File: src/rtl/buck_reg_pkg.sv
// Shared definitions for the buck converter configuration register bank.
// Contents:
//   REG_*            register addresses
//   ST_*             STATUS register bit positions
//   COMMIT_GO        COMMIT register bit that requests a shadow->active commit
//   commit_state_e   state encoding of the commit controller
package buck_reg_pkg;

    localparam int REG_CTRL     = 0;
    localparam int REG_DUTY     = 1;
    localparam int REG_PERIOD   = 2;
    localparam int REG_DEADTIME = 3;
    localparam int REG_STATUS   = 4;
    localparam int REG_COMMIT   = 5;

    localparam int ST_OCP       = 0;
    localparam int ST_OVP       = 1;
    localparam int ST_PENDING   = 2;
    localparam int ST_TIMEOUT   = 3;
    localparam int ST_DONE      = 4;

    localparam int COMMIT_GO    = 0;

    typedef enum logic {
        CS_IDLE    = 1'b0,
        CS_PENDING = 1'b1
    } commit_state_e;

endpackage

File: src/rtl/cfg_commit_fsm.sv
// Commit controller: waits in PENDING for a PWM period boundary (or a disabled
// converter) before letting the register bank copy shadow to active.
// Ports:
//   clk, rst    clock, synchronous active-high reset
//   commit_go   1-cycle request to start a commit (ignored while pending)
//   pwm_sync    1-cycle pulse at the PWM period boundary
//   enable      current active converter enable (act_ctrl[0])
//   pending     high while a commit is waiting
//   apply       copy shadow->active on this edge
//   timeout     commit aborted on this edge
//
// state      | meaning
// CS_IDLE    | no commit outstanding
// CS_PENDING | commit requested, waiting for pwm_sync or enable=0
module cfg_commit_fsm
    import buck_reg_pkg::*;
#(
    parameter int TIMEOUT_CYC = 65535
) (
    input  logic clk,
    input  logic rst,
    input  logic commit_go,
    input  logic pwm_sync,
    input  logic enable,
    output logic pending,
    output logic apply,
    output logic timeout
);

    localparam int CNT_W = (TIMEOUT_CYC > 1) ? $clog2(TIMEOUT_CYC) : 1;

    commit_state_e      state;
    logic [CNT_W-1:0]   wait_cnt;

    // Strobes act on the same edge the condition is seen, so they are decoded
    // from the registered state rather than registered themselves.
    assign pending = (state == CS_PENDING);
    assign apply   = pending && (pwm_sync || !enable);
    assign timeout = pending && !apply && (wait_cnt == CNT_W'(TIMEOUT_CYC - 1));

    always_ff @(posedge clk) begin
        if (rst) begin
            state    <= CS_IDLE;
            wait_cnt <= '0;
        end else begin
            case (state)
                CS_IDLE: begin
                    if (commit_go) begin
                        state    <= CS_PENDING;
                        wait_cnt <= '0;
                    end
                end
                CS_PENDING: begin
                    if (apply || timeout) begin
                        state <= CS_IDLE;
                    end else begin
                        wait_cnt <= wait_cnt + CNT_W'(1);
                    end
                end
                default: state <= CS_IDLE;
            endcase
        end
    end

endmodule

File: src/rtl/buck_cfg_regbank.sv
// Buck converter configuration register bank.
// Shadow CTRL/DUTY/PERIOD/DEADTIME registers are written over SPI and copied
// to the active set atomically on a PWM period boundary. STATUS holds sticky
// fault/commit flags (write-1-to-clear) plus a live commit_pending bit.
// Ports:
//   clk, rst           clock, synchronous active-high reset
//   wr_pulse/addr/data register write port
//   rd_req/addr/data   register read port (rd_data is combinational)
//   pwm_sync           PWM period boundary pulse
//   fault_ocp/ovp      fault events; clear converter enable on the next edge
//   act_*              active configuration to the PWM core
//   cfg_update         1-cycle pulse coincident with newly applied active values
module buck_cfg_regbank
    import buck_reg_pkg::*;
#(
    parameter int ADDR_BITS   = 3,
    parameter int DATA_BITS   = 16,
    parameter int TIMEOUT_CYC = 65535,
    parameter int PERIOD_RST  = 500,
    parameter int DT_RST      = 10
) (
    input  logic                 clk,
    input  logic                 rst,
    input  logic                 wr_pulse,
    input  logic [ADDR_BITS-1:0] wr_addr,
    input  logic [DATA_BITS-1:0] wr_data,
    input  logic                 rd_req,
    input  logic [ADDR_BITS-1:0] rd_addr,
    output logic [DATA_BITS-1:0] rd_data,
    input  logic                 pwm_sync,
    input  logic                 fault_ocp,
    input  logic                 fault_ovp,
    output logic [DATA_BITS-1:0] act_ctrl,
    output logic [DATA_BITS-1:0] act_duty,
    output logic [DATA_BITS-1:0] act_period,
    output logic [DATA_BITS-1:0] act_deadtime,
    output logic                 cfg_update
);

    logic [DATA_BITS-1:0] sh_ctrl, sh_duty, sh_period, sh_deadtime;
    logic [DATA_BITS-1:0] sh_ctrl_nxt, sh_duty_nxt, sh_period_nxt, sh_deadtime_nxt;
    logic                 st_ocp, st_ovp, st_timeout, st_done;
    logic [7:0]           commit_cnt;

    logic wr_ctrl, wr_duty, wr_period, wr_deadtime, wr_status, wr_commit;
    logic commit_go, pending, apply, timeout;

    // Read is combinational; the request strobe carries no information here.
    logic unused_rd_req;
    assign unused_rd_req = rd_req;

    assign wr_ctrl     = wr_pulse && (wr_addr == ADDR_BITS'(REG_CTRL));
    assign wr_duty     = wr_pulse && (wr_addr == ADDR_BITS'(REG_DUTY));
    assign wr_period   = wr_pulse && (wr_addr == ADDR_BITS'(REG_PERIOD));
    assign wr_deadtime = wr_pulse && (wr_addr == ADDR_BITS'(REG_DEADTIME));
    assign wr_status   = wr_pulse && (wr_addr == ADDR_BITS'(REG_STATUS));
    assign wr_commit   = wr_pulse && (wr_addr == ADDR_BITS'(REG_COMMIT));
    assign commit_go   = wr_commit && wr_data[COMMIT_GO];

    // Next shadow values double as the apply source, so a write landing on
    // the apply edge is carried into the active set.
    always_comb begin
        sh_ctrl_nxt     = wr_ctrl     ? wr_data : sh_ctrl;
        sh_duty_nxt     = wr_duty     ? wr_data : sh_duty;
        sh_period_nxt   = wr_period   ? wr_data : sh_period;
        sh_deadtime_nxt = wr_deadtime ? wr_data : sh_deadtime;
    end

    cfg_commit_fsm #(
        .TIMEOUT_CYC (TIMEOUT_CYC)
    ) u_commit_fsm (
        .clk       (clk),
        .rst       (rst),
        .commit_go (commit_go),
        .pwm_sync  (pwm_sync),
        .enable    (act_ctrl[0]),
        .pending   (pending),
        .apply     (apply),
        .timeout   (timeout)
    );

    always_ff @(posedge clk) begin
        if (rst) begin
            sh_ctrl      <= '0;
            sh_duty      <= '0;
            sh_period    <= DATA_BITS'(PERIOD_RST);
            sh_deadtime  <= DATA_BITS'(DT_RST);
            act_ctrl     <= '0;
            act_duty     <= '0;
            act_period   <= DATA_BITS'(PERIOD_RST);
            act_deadtime <= DATA_BITS'(DT_RST);
            cfg_update   <= 1'b0;
            commit_cnt   <= '0;
            st_ocp       <= 1'b0;
            st_ovp       <= 1'b0;
            st_timeout   <= 1'b0;
            st_done      <= 1'b0;
        end else begin
            sh_ctrl     <= sh_ctrl_nxt;
            sh_duty     <= sh_duty_nxt;
            sh_period   <= sh_period_nxt;
            sh_deadtime <= sh_deadtime_nxt;

            if (apply) begin
                act_ctrl     <= sh_ctrl_nxt;
                act_duty     <= sh_duty_nxt;
                act_period   <= sh_period_nxt;
                act_deadtime <= sh_deadtime_nxt;
                commit_cnt   <= commit_cnt + 8'd1;
            end
            // Fault shutdown takes priority over a coincident apply.
            if (fault_ocp || fault_ovp) begin
                act_ctrl[0] <= 1'b0;
            end
            cfg_update <= apply;

            // Sticky bits: a set event in the same cycle as a W1C wins.
            st_ocp     <= fault_ocp || (st_ocp     && !(wr_status && wr_data[ST_OCP]));
            st_ovp     <= fault_ovp || (st_ovp     && !(wr_status && wr_data[ST_OVP]));
            st_timeout <= timeout   || (st_timeout && !(wr_status && wr_data[ST_TIMEOUT]));
            st_done    <= apply     || (st_done    && !(wr_status && wr_data[ST_DONE]));
        end
    end

    logic [4:0] status_bits;
    always_comb begin
        status_bits             = '0;
        status_bits[ST_OCP]     = st_ocp;
        status_bits[ST_OVP]     = st_ovp;
        status_bits[ST_PENDING] = pending;
        status_bits[ST_TIMEOUT] = st_timeout;
        status_bits[ST_DONE]    = st_done;
    end

    always_comb begin
        rd_data = '0;
        case (rd_addr)
            ADDR_BITS'(REG_CTRL):     rd_data = sh_ctrl;
            ADDR_BITS'(REG_DUTY):     rd_data = sh_duty;
            ADDR_BITS'(REG_PERIOD):   rd_data = sh_period;
            ADDR_BITS'(REG_DEADTIME): rd_data = sh_deadtime;
            ADDR_BITS'(REG_STATUS):   rd_data = DATA_BITS'(status_bits);
            ADDR_BITS'(REG_COMMIT):   rd_data = DATA_BITS'(commit_cnt);
            default:                  rd_data = '0;
        endcase
    end

endmodule

File: config.mk
export PLATFORM = sky130hd
export DESIGN_NAME = buck_cfg_regbank
export DESIGN_NICKNAME = d
export VERILOG_FILES = /design/src/rtl/buck_reg_pkg.sv /design/src/rtl/cfg_commit_fsm.sv /design/src/rtl/buck_cfg_regbank.sv
export SDC_FILE = /design/constraint.sdc
export NUM_CORES = 1
export LEC_CHECK = 0
export ABC_AREA = 1
export CAP_MARGIN = 20
export CORE_UTILIZATION = 40
export DETAILED_ROUTE_END_ITERATION = 12
export HOLD_SLACK_MARGIN = 0.02
export PLACE_DENSITY = 0.66
export SKIP_CTS_REPAIR_TIMING = 1
export SYNTH_ARGS = -nofsm -noshare
export SYNTH_HDL_FRONTEND = slang
export SYNTH_SLANG_ARGS = --single-unit
File: constraint.sdc
create_clock -name clk -period 3.5 [get_ports clk]
set_input_delay 1.05 -clock clk [delete_from_list [all_inputs] [get_ports clk]]
set_output_delay 1.05 -clock clk [all_outputs]
set_load 0.05 [all_outputs]
# After elaboration in Yosys (flattened, before gate mapping)
# Cells that the tools add are included.
[classes] add_sub_neg=2 n_eq_ne=13 mux=11 n_bitwise=1 reduce_logical=35
[ops] cell="$mux W16" n=6
[ops] cell="$pmux W16 S6" n=1
[ops] cell="$pmux W16 S2" n=1
[ops] cell="$logic_and A1 B1 Y1" n=18
[ops] cell="$add A16 B1 Y16 const B" n=1
[ops] cell="$eq A16 B16 Y1 const B" n=1
[ops] cell="$eq A3 B2 Y1 const B" n=4
[ops] cell="$eq A3 B3 Y1 const B" n=4
[ops] cell="$add A8 B1 Y8 const B" n=1
[ops] cell="$logic_or A1 B1 Y1" n=7
[ops] cell="$eq A3 B1 Y1 const B" n=2
[ops] cell="$logic_not A1 Y1" n=6
[ops] cell="$logic_not A3 Y1" n=2
[ops] cell="$ne A2 B2 Y1 const B" n=2
[ops] cell="$mux W1" n=2
[ops] cell="$pmux W1 S2" n=1
[ops] cell="$reduce_and A2 Y1" n=1
[ops] cell="$reduce_or A2 Y1" n=1
[ops] cell="$not A1 Y1" n=1
[totals] ff_bits=158 inputBits=29 wordCells=79

# Logic depth before layout (Yosys ltp)
[depth] ltp_word=9 ltp_mapped=12 depth_no_buf=11

# Hierarchy
# Synthesis repeated with hierarchy kept, for this count alone.
[hier_totals] hier_cells=1074 hier_area_um2=7443.4
[by_module_without_submodules] module="buck_cfg_regbank" n_inst=1 cells_per_inst=929 area_per_inst_um2=6448.7
[by_module_without_submodules] module="cfg_commit_fsm" n_inst=1 cells_per_inst=145 area_per_inst_um2=994.7

# Worst setup path after synthesis
# OpenSTA, ideal clock, no wires.
[synth_timing] kind="in2out" startpoint="input port rd_addr[1]" endpoint="output port rd_data[10]" arrival_ns=2.495 slack_ns=-0.045 stages=4 n_path_buf=1 path_cell_list="nor2_1 -> nand2_1 -> clkbuf_1 -> o221ai_1"
[synth_between] elab_chain_len=2 word_cells_on_any_way=7 classes_between="eq/ne (5); mux (1); reduce/logical (1)"
[synth_rtl] item="start: declaration" line_no="buck_cfg_regbank.sv:28" source="input logic [ADDR_BITS-1:0] rd_addr,"
[synth_rtl] item="$eq A3 B3 Y1 (tied with other cells)" line_no="buck_cfg_regbank.sv:137" source="case (rd_addr)"
[synth_rtl] item="$pmux W16 S6 (*)" line_no="buck_cfg_regbank.sv:137"
[synth_rtl] item="end: declaration" line_no="buck_cfg_regbank.sv:29" source="output logic [DATA_BITS-1:0] rd_data,"
# Every way passes the cells marked *; elsewhere a longest branch is shown, timed or not.

# Worst setup path after layout
[layout_timing] startpoint="input port rd_addr[2]" endpoint="output port rd_data[10]"
# The elaborated chain is that of the path after synthesis.

==> flow_metrics.env <==
export IMPL_outcome="completed"
export IMPL_grt_start_max_net_pins=65
export IMPL_vias=6322
export IMPL_synth_edf_count=0
export IMPL_worstMarginPinSlew_ns=0.607
export IMPL_grt_first_pass_wirelength_um=30200
export IMPL_fin_crit_sh=0.974
export IMPL_cts_root_buf="clkbuf_16"
export IMPL_netlist_area_mm2=0.00690
export IMPL_synthMuxAreaShare=0.00581
export IMPL_synthDistinctLibCells=34
export IMPL_critPathRequiredTime_ns=2.45
export IMPL_synthCells=964
export IMPL_setup_violations_final=0
export IMPL_synth_nets=996
export IMPL_crit_type="input port to output pin"
export IMPL_synth_adder_area_share=0.00544
export IMPL_num_antenna_cells=0
export IMPL_die_h_um=133
export IMPL_maxCapViolations=0
export IMPL_slowest_stage="a22oi_1"
export IMPL_avgSynthCellArea_um2=7.15
export IMPL_post_route_drc_count=0
export IMPL_dr_pass1_iters=5
export IMPL_cp_max_fo=6
export IMPL_area_growth_pct=31.5
export IMPL_yosysWarnings=0
export IMPL_ys_async_sr_fraction=0
export IMPL_synth_xor_area_frac=0.00508
export IMPL_final_cell_mix="inv_1 (175), nand2_1 (163), dfxtp_1 (158)"
export IMPL_gp_congestion=0.869
export IMPL_rows=47
export IMPL_p_leak_uw=0.00416
export IMPL_crit_path_start_kind="input port"
export IMPL_powerDensity_mw_per_mm2=454
export IMPL_initial_core_util=0.413
export IMPL_clockBufferDepth=2
export IMPL_final_max_slew_viol_count=0
export IMPL_timing_fmax_mhz=293
export IMPL_ir_drop_v=0.000353
export IMPL_synth_top_family_by_area="simple AND/OR/NAND/NOR gates"
export IMPL_tns_ns=0
export IMPL_postRouteAntennaNets=0
export IMPL_ys_seq_elements=158
export IMPL_io_buffers=108
export IMPL_worst_setup_path_end_kind="output pin"
export IMPL_grt_ovfl_total=0
export IMPL_grtUsageTotal=0.219
export IMPL_grt_pass1_vias=5870
export IMPL_cts_buffers=17
export IMPL_worstPathArrival_ns=2.36
export IMPL_slew_headroom=0.595
export IMPL_period_needed_ns=3.41
export IMPL_antenna_found_initial=0
export IMPL_fin_nets=1102
export IMPL_insertion_delay_ns=0.43
export IMPL_synth_seq_area_share=0.459
export IMPL_synth_ff_type="dfxtp_1"
export IMPL_fin_worst_skew_ns=0.00896
export IMPL_wl_um=19200
export IMPL_post_drt_via_cell_ratio=4.85
export IMPL_die_w_um=133
export IMPL_path_cells="dlymetal6s2s_1 > inv_1 > nand3_4 > clkinvlp_4 > a22oi_1 > o221ai_1 > buf_4 > buf_12"
export IMPL_core_mm2=0.0167
export IMPL_cts_max_level=4
export IMPL_min_delay_path_class="flip-flop to flip-flop"
export IMPL_max_stage_delay_ns=0.20
export IMPL_clk_pin_slew_worst_paths_ns=0.06
export IMPL_cts_sinks=158
export IMPL_wl_per_cell_um=14.7
export IMPL_synth_compound_area_frac=0.181
export IMPL_hpwl_um=13600
export IMPL_io_pins=110
export IMPL_drive_gt1_frac=0.0942
export IMPL_die_area_mm2=0.0178
export IMPL_cts_tree="yes"
export IMPL_drtIter0Drc=486
export IMPL_synth_simple_area_share=0.214
export IMPL_final_hold_violation_count=0
export IMPL_mostFrequentLayoutCell="inv_1"
export IMPL_fin_util=0.543
[flip-flops by register name, indices dropped and copies added (netlist names), 8 cells and up]
name                   cells
sh_deadtime               16
act_ctrl                  16
sh_period                 16
u_commit_fsm.wait_cnt     16
sh_duty                   16
act_duty                  16
sh_ctrl                   16
act_period                16
commit_cnt                 8
act_deadtime              16
[power by group]
group | switching, uW | internal [uW]
sequential | 19.0 | 1830
combinational | 237 | 141
clock | 785 | 1100
[final timing paths]
path,cells past startpoint,from,to,slack (ns)
max,8,rd_addr[2],rd_data[10],0.09
min,2,act_period[5],act_period[5],0.47
max reg2reg,6,u_commit_fsm.pending,act_duty[6],1.78
min reg2reg,2,act_period[5],act_period[5],0.47
[Yosys cell counts (2+ instances only)]
| master | number | share of area |
|---|---|---|
| a21oi_1 | 35 | 0.025 |
| a22oi_1 | 12 | 0.013 |
| buf_1 | 3 | 0.0016 |
| buf_2 | 11 | 0.0080 |
| buf_6 | 2 | 0.0033 |
| clkbuf_1 | 34 | 0.019 |
| dfxtp_1 | 158 | 0.46 |
| ha_1 | 3 | 0.0054 |
| inv_1 | 177 | 0.096 |
| inv_2 | 2 | 0.0011 |
| mux2i_1 | 4 | 0.0058 |
| nand2_1 | 163 | 0.089 |
| nand2_2 | 5 | 0.0045 |
| nand3_1 | 34 | 0.025 |
| nand4_1 | 4 | 0.0036 |
| nor2_1 | 145 | 0.079 |
| nor2_2 | 4 | 0.0036 |
| nor3_1 | 4 | 0.0029 |
| o2111ai_1 | 2 | 0.0025 |
| o211ai_1 | 34 | 0.037 |
| o21a_1 | 24 | 0.026 |
| o21ai_0 | 71 | 0.052 |
| o21ai_1 | 7 | 0.0051 |
| o221ai_1 | 11 | 0.014 |
| o22ai_1 | 4 | 0.0036 |
| xor2_1 | 3 | 0.0038 |
[through the flow]
step | total power, uW | instances | area (um^2) | worst slack, ns | hold slack, ns
2_1_floorplan | 2100 | 964 | 6900 | -0.00743 | 0.439
3_3_place_gp | 2260 | 1270 | 8420 | -0.254 | 0.456
3_5_place_dp | 2270 | 1270 | 8420 | -0.258 | 0.461
4_1_cts | 4140 | 1302 | 9020 | -0.272 | 0.474
5_1_grt | 4260 | 1303 | 9070 | -0.00283 | 0.496
6_report | 4120 | 1303 | 9070 | 0.0925 | 0.474
[layer usage]
layer,part of all wire,up-vias,GRT usage
met5,0,-,0
met4,0.029,0,0.0884
met3,0.054,40,0.0552
met2,0.49,162,0.378
met1,0.42,2865,0.260
li1,-,3255,-
[critical path, delay by kind of cell]
kind	cells	cell delay, ns
buffers and inverters	5	0.82
AOI/OAI and AO/OA	2	0.35
and+or+nand+nor	1	0.12
[final cells by class]
type                       count  area, um^2
sequential                   158        3160
multi-input combinational    576        2870
fill                        1636        7630
tap                          220         275
clock buffer                  19         453
clock inverter                13         149
timing repair inverter         1        7.51
timing repair buffer         137        1480
inverter                     179         676
[cells by family (layout without fill, tap and decap cells)]
kind of cell	Yosys count	in the layout
fa+ha+maj	3	3
simple gates	364	364
mux	4	4
xor+xnor	4	4
compound gates	201	201
flops	158	158
buf+inv	230	349
(Power assumes the default switching activity.)
==> RTL edit (same settings) <==
The parameter `DATA_BITS` goes from 16 to 20.
--- a/src/rtl/buck_cfg_regbank.sv
+++ b/src/rtl/buck_cfg_regbank.sv
@@ -14,7 +14,7 @@
     import buck_reg_pkg::*;
 #(
     parameter int ADDR_BITS   = 3,
-    parameter int DATA_BITS   = 16,
+    parameter int DATA_BITS   = 20,
     parameter int TIMEOUT_CYC = 65535,
     parameter int PERIOD_RST  = 500,
     parameter int DT_RST      = 10
Ports: changed (6 resized); port bits go from 110 to 134. The function was not compared with the original's and may differ.
==> RTL edit against the unedited design <==
Cell area increased by 19%. Routed wire length increased by 21%. Sequential share of layout area up 0.25 points. Total power increased by 9.7%. Setup slack better by 0.044 ns. Sequential cell count up 32. Via count increased by 19%. Synthesized area increased by 21%. Critical path type unchanged. Critical endpoint is now rd_data[4].
==> RTL edit: results (changes against the unedited design) <==
- The DRC marker count from the first detailed-route iteration was 491 (+1.0%).
- After synthesis, the most frequently instantiated cells are inv_1, dfxtp_1, nand2_1.
- The power dissipated by switching net loads is 1.16 mW (+12%).
- The number of distinct library cells after synthesis came to 38 (+12%).
- The arrival time at the worst endpoint is 2.31 ns (-0.05 ns).
- The wire length on met1 was 9890 um (+21%).
- The fraction of the yosys area taken by sequential cells is 45.5% (-0.40 points).
- The clock network area share is 5.00% (-1.6 points).
- The total detailed-routing wirelength is 23300 um (+21%).
- The count of clock buffers in the final design is 18 (-1).
- The number of cell instances on the worst register-to-register path is 11 (+5).
- Sorting the synthesized cells by area gives the leading types as dfxtp_1, inv_1, nand2_1, nor2_1, o211ai_1.
- The routed wire length per instance is 15.1 um (+2.4%).
- The synthesized-area fraction occupied by adder cells is 0.449% (-0.096 points).
- The count of buffers inserted at the top-level ports is 132 (+22%).
- The final weighted congestion in routability-driven placement is 0.857 (-1.4%).
- The routed wire length on met3 is 1300 um (+25%).
- The overall fraction of global-route tracks in use is 22.0% (+0.032 points).
- The synthesized-area fraction occupied by ao, oa, aoi and oai cells is 18.0% (-0.020 points).
- The number of instances in the synthesized netlist is 1142 (+18%).
- The footprint of the multi-input gates is 3460 um^2 (+21%).
- The number of ordinary inverters in the final layout is 215 (+19%).
- The flow ran to the end, and the final reports show no timing, DRC or antenna violations.
- The global-route wire length before repair is 36500 um (+21%).
- The length of routed met2 wiring is 11500 um (+21%).
- The global-route met1 utilization is 26.4% (+0.40 points).
- The register cell area after layout came to 3800 um^2 (+20%).
- The via-per-instance ratio was 4.86 (+0.19%).
- The proportion of final cell area spent on non-clock buffers is 17.3% (+1.0 points).
- The placed instance count is 1512 (+19%).
- The multiplexer share of the synthesized area is 0.718% (+0.14 points).
- The start of the worst register-to-register path is u_commit_fsm.wait_cnt[0].
- The layout filler cell count is 1977 (+21%).
- The met2 demand-to-capacity share in global routing came to 37.6% (-0.15 points).
-- RTL edit: cell types whose count changed in the layout (fill, tap and decap cells not counted), sizes merged, moves of 4 or more --
cell,delta
inv,+35
o211ai,+8
o21a,+8
o21ai,+14
a22oi,+6
nor2,+29
nand2,+20
dfxtp,+32
buf,+6
o221ai,+4
clkdlybuf4s50,+20
-- RTL edit: metrics by stage --
step	cell area (um^2)	power (mW)	hold WS (ns)
2_1_floorplan	8440	2.54	0.439
3_3_place_gp	10300	2.74	0.453
3_5_place_dp	10300	2.74	0.467
4_1_cts	10800	4.55	0.485
5_1_grt	10800	4.68	0.497
6_report	10800	4.52	0.475
-- RTL edit: power groups by stage --
| stage | logic, mW | clock network (mW) | registers (mW) |
|---|---|---|---|
| after floorplan | 0.226 | 0 | 2.31 |
| after global placement | 0.460 | 0 | 2.28 |
| after detailed placement | 0.463 | 0 | 2.28 |
| after CTS | 0.466 | 1.86 | 2.23 |
| after global routing | 0.501 | 1.94 | 2.24 |
| final | 0.463 | 1.83 | 2.23 |
